File: src/rtl/word_compare_ctrl_if.sv
// Request/result bundle for word_compare_ctrl: operands and start in,
// registered status and three-way comparison result out.
interface word_compare_ctrl_if #(
  parameter int unsigned WIDTH = 8
);
  logic             start;
  logic [WIDTH-1:0] a;
  logic [WIDTH-1:0] b;
  logic             busy;
  logic             done;
  logic             gt;
  logic             eq;
  logic             lt;

  modport master (
    output start, a, b,
    input  busy, done, gt, eq, lt
  );

  modport slave (
    input  start, a, b,
    output busy, done, gt, eq, lt
  );
endinterface

File: src/rtl/word_compare_ctrl.sv
// Serial unsigned magnitude comparator: walks both operands MSB-first,
// two bits per cycle, and stops at the first differing slice.
module word_compare_ctrl #(
  parameter int unsigned WIDTH = 8
) (
  input  logic               clk,
  input  logic               rst,
  word_compare_ctrl_if.slave bus
);

  localparam int unsigned SLICES = WIDTH / 2;
  localparam int unsigned CW     = (SLICES > 1) ? $clog2(SLICES) : 1;
  localparam logic [CW-1:0] LAST = CW'(SLICES - 1);

  typedef enum logic [1:0] {S_IDLE, S_RUN, S_DONE} state_t;

  state_t           r_state;
  logic [WIDTH-1:0] r_a;
  logic [WIDTH-1:0] r_b;
  logic [CW-1:0]    r_cnt;
  logic             r_busy;
  logic             r_done;
  logic             r_gt;
  logic             r_eq;
  logic             r_lt;

  logic             w_gt;
  logic             w_eq;

  // One shared 2-bit comparator looks only at the current MSB slice
  assign w_gt = r_a[WIDTH-1 -: 2] >  r_b[WIDTH-1 -: 2];
  assign w_eq = r_a[WIDTH-1 -: 2] == r_b[WIDTH-1 -: 2];

  always_ff @(posedge clk) begin
    if (rst) begin
      r_state <= S_IDLE;
      r_a     <= '0;
      r_b     <= '0;
      r_cnt   <= '0;
      r_busy  <= 1'b0;
      r_done  <= 1'b0;
      r_gt    <= 1'b0;
      r_eq    <= 1'b0;
      r_lt    <= 1'b0;
    end else begin
      case (r_state)
        S_IDLE: begin
          r_done <= 1'b0;
          if (bus.start) begin
            r_a     <= bus.a;
            r_b     <= bus.b;
            r_cnt   <= '0;
            r_gt    <= 1'b0;
            r_eq    <= 1'b0;
            r_lt    <= 1'b0;
            r_busy  <= 1'b1;
            r_state <= S_RUN;
          end
        end
        S_RUN: begin
          if (w_gt) begin
            r_gt    <= 1'b1;
            r_busy  <= 1'b0;
            r_done  <= 1'b1;
            r_state <= S_DONE;
          end else if (!w_eq) begin
            r_lt    <= 1'b1;
            r_busy  <= 1'b0;
            r_done  <= 1'b1;
            r_state <= S_DONE;
          end else if (r_cnt == LAST) begin
            r_eq    <= 1'b1;
            r_busy  <= 1'b0;
            r_done  <= 1'b1;
            r_state <= S_DONE;
          end else begin
            r_a   <= r_a << 2;
            r_b   <= r_b << 2;
            r_cnt <= r_cnt + CW'(1);
          end
        end
        S_DONE: begin
          r_done  <= 1'b0;
          r_state <= S_IDLE;
        end
        default: begin
          r_busy  <= 1'b0;
          r_done  <= 1'b0;
          r_state <= S_IDLE;
        end
      endcase
    end
  end

  assign bus.busy = r_busy;
  assign bus.done = r_done;
  assign bus.gt   = r_gt;
  assign bus.eq   = r_eq;
  assign bus.lt   = r_lt;

endmodule

File: src/flat_wrapper.sv
// flat-port wrapper written by rule: the top's interface ports become plain ports
module word_compare_ctrl_flat 
#(
  parameter int unsigned WIDTH = 8
)
  (clk, rst, bus_start, bus_a, bus_b, bus_busy, bus_done, bus_gt, bus_eq, bus_lt);
  word_compare_ctrl_if #(.WIDTH(WIDTH)) bus_i ();
  input  logic clk;
  input  logic rst;
  input wire logic [$bits(bus_i.start)-1:0] bus_start;
  input wire logic [$bits(bus_i.a)-1:0] bus_a;
  input wire logic [$bits(bus_i.b)-1:0] bus_b;
  output wire logic [$bits(bus_i.busy)-1:0] bus_busy;
  output wire logic [$bits(bus_i.done)-1:0] bus_done;
  output wire logic [$bits(bus_i.gt)-1:0] bus_gt;
  output wire logic [$bits(bus_i.eq)-1:0] bus_eq;
  output wire logic [$bits(bus_i.lt)-1:0] bus_lt;
  assign bus_i.start = bus_start;
  assign bus_i.a = bus_a;
  assign bus_i.b = bus_b;
  assign bus_busy = bus_i.busy;
  assign bus_done = bus_i.done;
  assign bus_gt = bus_i.gt;
  assign bus_eq = bus_i.eq;
  assign bus_lt = bus_i.lt;
  word_compare_ctrl #(.WIDTH(WIDTH)) u_core (.clk(clk), .rst(rst), .bus(bus_i));
endmodule
File: config.mk
export PLATFORM = sky130hd
export DESIGN_NAME = word_compare_ctrl_flat
export DESIGN_NICKNAME = d
export VERILOG_FILES = /design/src/rtl/word_compare_ctrl_if.sv /design/src/rtl/word_compare_ctrl.sv /design/src/flat_wrapper.sv
export SDC_FILE = /design/constraint.sdc
export NUM_CORES = 1
export LEC_CHECK = 0
export BUFFER_PORTS_ARGS = -buffer_cell sky130_fd_sc_hd__buf_2
export CAP_MARGIN = 40
export CORE_MARGIN = 1
export CORE_UTILIZATION = 40
export DETAILED_ROUTE_END_ITERATION = 10
export PLACE_DENSITY = 0.65
export SETUP_SLACK_MARGIN = 0.5
export SYNTH_ARGS = -nofsm -noshare
export SYNTH_HDL_FRONTEND = slang
export SYNTH_SLANG_ARGS = --single-unit
File: constraint.sdc
create_clock -name clk -period 2 [get_ports clk]
set_input_delay 0.5 -clock clk [delete_from_list [all_inputs] [get_ports clk]]
set_output_delay 0.5 -clock clk [all_outputs]
set_load 0.005 [all_outputs]
# == Word level (Yosys, flattened, before mapping) ==
# Cells that the tools add are included.
# totals
input_bits,19
mem_bits_ro,0
latchBits,0
ramBits,0
reg_bits,25
wordCells,72
memories,0
output_inout_bits,5
# op_classes
reduce_logical,9
order_cmp,1
addsub,1
shift,0
eq_ne,13
mul,0
bitwise,2
div,0
mux,37
# op_table
op,count
8-bit 2-to-1 mux,8
8-bit case mux with 2 select lines,2
2-bit 2-to-1 mux,8
1-bit 2-to-1 mux,13
5-bit AND reduction,2
2-bit != test (second input constant),4
2-bit case mux with 2 select lines,2
2-bit by 1-bit != test with 1-bit output (second input constant),3
1-bit case mux with 2 select lines,3
3-bit AND reduction,2
2-bit equality test (second input constant),2
4-bit by 3-bit != test with 1-bit output (second input constant),1
4-bit AND reduction,1
3-bit by 2-bit != test with 1-bit output (second input constant),1
1-bit case mux with 3 select lines,1
2-bit by 1-bit adder with 2-bit output (second input constant),1
2-bit by 1-bit equality test with 1-bit output (second input constant),1
2-bit equality test,1
2-bit greater-than comparator,1
2-bit zero test,1
1-bit NOT,2
2-bit AND reduction,1
2-bit nonzero test,1
2-bit OR reduction,1

# == Logic depth before layout (Yosys ltp) ==
# logic_depth
word_depth,5
mapped_depth,6
mapped_depth_nobuf,5

# == Worst setup path after synthesis ==
# OpenSTA, ideal clock, no wires.
# synth_path
kind,register to register
from,register u_core.r_b[7]
to,register u_core.r_a[2]
synth_period_minus_slack_ns,1.533
arrival_ns,1.447
setup_time_ns,0.086
n_path_buf,1
path_slack_ns,0.467
path_stages_with_launch,7
required_ns,1.914
cell_sequence,dfxtp_1 -> inv_1 -> ha_1 -> nand4b_4 -> a21o_1 -> buf_6 -> a211oi_1
# synth_between
elab_chain_len,3
elab_cells_between_ends,5
cone_classes,order compare (1); eq/ne (3); reduce/logical (1)
# synth_rtl
item,line_no,rtl
from (decl),word_compare_ctrl.sv:19,logic [WIDTH-1:0] r_b;
from (signal assigned),word_compare_ctrl.sv:51,r_b <= bus.b;
from (signal assigned),word_compare_ctrl.sv:78,r_b <= r_b << 2;
2-bit greater-than comparator or 2-bit equality test (tied branches),"word_compare_ctrl.sv:31, word_compare_ctrl.sv:32",
2-bit != test (no line) or 2-bit by 1-bit != test with 1-bit output (tied branches),-,
5-bit AND reduction (no line) (*),-,
to (signal assigned),word_compare_ctrl.sv:50,r_a <= bus.a;
to (signal assigned),word_compare_ctrl.sv:77,r_a <= r_a << 2;
to (decl),word_compare_ctrl.sv:18,logic [WIDTH-1:0] r_a;
# Mark *: on every way between the ends. The rest lies on a longest branch, timed or not.
# A chain may end at the register's enable or synchronous reset.

# == Final worst setup path ==
# layout_path
from,register u_core.r_a[6]
to,register u_core.r_b[4]
# layout_between
elab_chain_len,3
elab_cells_between_ends,5
cone_classes,order compare (1); eq/ne (3); reduce/logical (1)
# layout_rtl
item,line_no
2-bit greater-than comparator or 2-bit equality test (tied branches),"word_compare_ctrl.sv:31, word_compare_ctrl.sv:32"
2-bit != test (no line) or 2-bit by 1-bit != test with 1-bit output (tied branches),-
5-bit AND reduction (no line) (*),-
# Marks and branches as above.

==> metrics <==
TritonCTS Buffers=3; number of global-route vias before repair=1034; slew of the pin with the lowest slew margin=0.494 ns; drt total wl=2910 um; clock root buffer=clkbuf_4; met3 routed WL=112 um; Levels on crit path=6; maximum number of pins on one net before global-route repair=26; Rel. slew slack=67.1%; Slew Limit Fails=0; DP Cell Count=194; first-pass GRT wire length=4790 um; layout cell share with drive strength beyond 1=39.9%; Peak VDD IR=0.000580 V; Hold Vio Cnt, Final=0; Netlist Area Pre-Place=1270 um^2; Lkg Pwr=0.592 nW; CP max stage delay=0.34 ns; Distinct cells, synth=30; required time of the critical path=2.20 ns; most frequent cells in the layout=23 x buf_2, 21 x dfxtp_1, 15 x a211oi_1; non-filler instance count after layout=202; CTS hold repair buffers=0; top layer used by detailed routing=met4; Seq/Total Area, Yosys=39.5%; Die Span Y=58.3 um; Die Area=3390 um^2; # clock sinks=25; TritonCTS clock tree=yes; Initial Util=41.8%; Tcrit/Tclk final=73.9%; I/O Buffers=23; outcome=complete, no violations; Synth Area per Inst=9.31 um^2; Tot GR Track Use=18.4%; CP startpoint kind=flip-flop; Max Freq=677 MHz; initial antenna violation count=0; Syn Nets=158; drt first pass iters=4; Initial DRC Count=29; vias=1086; # nets final=181; Yosys warnings=0; drt wl/cell=14.4 um; Post-DRT Antenna Nets=0; worst-path fanout max=9; hold path cells=2; Area Overhead vs Synth=23.5%; r2r worst-path depth=6; P per Cell Area=866 nW/um^2; Antenna diodes=0; DRC=0; H-tree depth=1; CP Buf/Inv Count=2; HP Class=reg2reg; commonest non-fill, non-tap cell in the layout=buf_2; GRT overflow=0; Crit-path slowest cell=dfxtp_2; Met1 Wirelength=1380 um; Mapped Cells=136; clk_skew=0.00317 ns; met2 wire len=1420 um; WP data arrival=1.68 ns; # rows=20; routed vias/inst=5.38; later-pin clock latency in the skew report=0.32 ns; hpwl dp=1940 um; setup TNS=0 ns; Crit. End Element=flip-flop; # setup viols final=0; core area=3030 um^2; Yosys reg bits=25; RSZ-0062 raised after global routing=true; clock-pin slew on the worst setup and hold paths=0.14 ns; I/O pins=24; gpl congestion=0.756; largest buffer count on any clock path=2; critical-path cell list=inv_1 -> ha_4 -> nand4b_4 -> buf_6 -> a211oi_1 -> a211oi_1; largest delay contributor family on the critical path=flip-flops; Die Wd=58.3 um; Max Cap Viol=0; crit path kind=reg2reg; Tmin final=1.48 ns; CP dominant cell by count=a211oi_1
## per-layer routing
metal  track usage (%)  up-vias
met3              4.24        2
met5                 0        -
met4              2.04        0
li1                  -      541
met1              24.6      517
met2              31.2       26
## worst paths after layout
check                startpoint            end  slack, ns
hold / removal    u_core.r_b[5]  u_core.r_b[5]       0.46
setup / recovery  u_core.r_a[6]  u_core.r_b[4]       0.52
setup reg to reg  u_core.r_a[6]  u_core.r_b[4]       0.52
hold reg to reg   u_core.r_b[5]  u_core.r_b[5]       0.46
## where the power goes
part / total, W / switching, W / leakage (nW) / internal, W
clock: 0.000235 / 0.000157 / 0.0150 / 0.0000781
sequential: 0.000632 / 0.0000609 / 0.208 / 0.000571
combinational: 0.000487 / 0.000243 / 0.370 / 0.000244
total: 0.00135 / 0.000461 / 0.592 / 0.000893
## state kept, by name, indices dropped and copies added, names as in the netlist
signal,count
u_core.r_cnt,2
u_core.r_a,8
u_core.bus.done,1
u_core.bus.eq,1
u_core.r_b,8
u_core.bus.lt,1
u_core.bus.gt,1
u_core.r_state,2
u_core.bus.busy,1
## cell usage after synthesis
cell / number / area share [%]
buf_4: 1 / 0.59
nand4b_4: 1 / 1.9
and3b_1: 1 / 0.69
or3_1: 1 / 0.49
a22oi_1: 4 / 2.4
a21o_1: 1 / 0.59
dfxtp_1: 25 / 40
nor2_1: 3 / 0.89
nand2_1: 2 / 0.59
nor3b_2: 1 / 0.99
o211ai_1: 1 / 0.59
buf_6: 2 / 1.8
a41oi_1: 1 / 0.69
nor2b_1: 2 / 0.99
ha_1: 3 / 3.0
a31oi_1: 2 / 0.99
a21oi_1: 8 / 3.2
mux2_2: 12 / 11
nand3_1: 6 / 2.4
clkbuf_1: 6 / 1.8
nor3_1: 3 / 1.2
a211o_1: 1 / 0.69
nand3b_1: 2 / 1.2
nand2b_1: 3 / 1.5
buf_1: 1 / 0.30
nand4_1: 1 / 0.49
o21ai_0: 3 / 1.2
buf_2: 2 / 0.79
inv_1: 13 / 3.9
a211oi_1: 24 / 14
## area by class of cell
| cell class | count | area (um^2) |
|---|---|---|
| multi-input cells | 86 | 742 |
| clock buffers | 4 | 26.3 |
| well taps | 44 | 55.1 |
| flip-flops and latches | 25 | 508 |
| inverters | 13 | 48.8 |
| repair buffers | 30 | 184 |
| fillers | 287 | 1460 |
## what timing repair did
item	in CTS	in global routing
resized for setup	6	16
pin swaps	1	4
setup buffers	4	0
endpoints found under the setup margin	14	19
## logic make-up after synthesis
kind of cell	share of synthesized area [%]
fa+ha+maj	2.96
simple gates	13.2
mux	10.7
compound gates	24.5
flops	39.5
buf+inv	9.09
## metrics by stage
stage	util [%]	setup WS [ns]	hold WS [ns]	cell area, um^2	power (W)
2_1_floorplan	-	0.507	0.430	1270	0.000936
3_3_place_gp	46.5	0.271	0.441	1410	0.00101
3_5_place_dp	46.5	0.168	0.445	1410	0.00103
4_1_cts	49.4	0.512	0.453	1500	0.00131
5_1_grt	51.7	0.418	0.448	1560	0.00145
6_report	51.7	0.522	0.461	1560	0.00135
## worst reg2reg max path, delay by kind of cell (launching register included)
kind / cells / cell delay [ns]
buffers and inverters: 2 / 0.24
adder cells (fa/ha/maj): 1 / 0.31
flip-flops: 1 / 0.34
AND/OR/NAND/NOR: 1 / 0.13
AO/OA/AOI/OAI: 2 / 0.34
No activity file was read; power rests on OpenSTA's default activity.
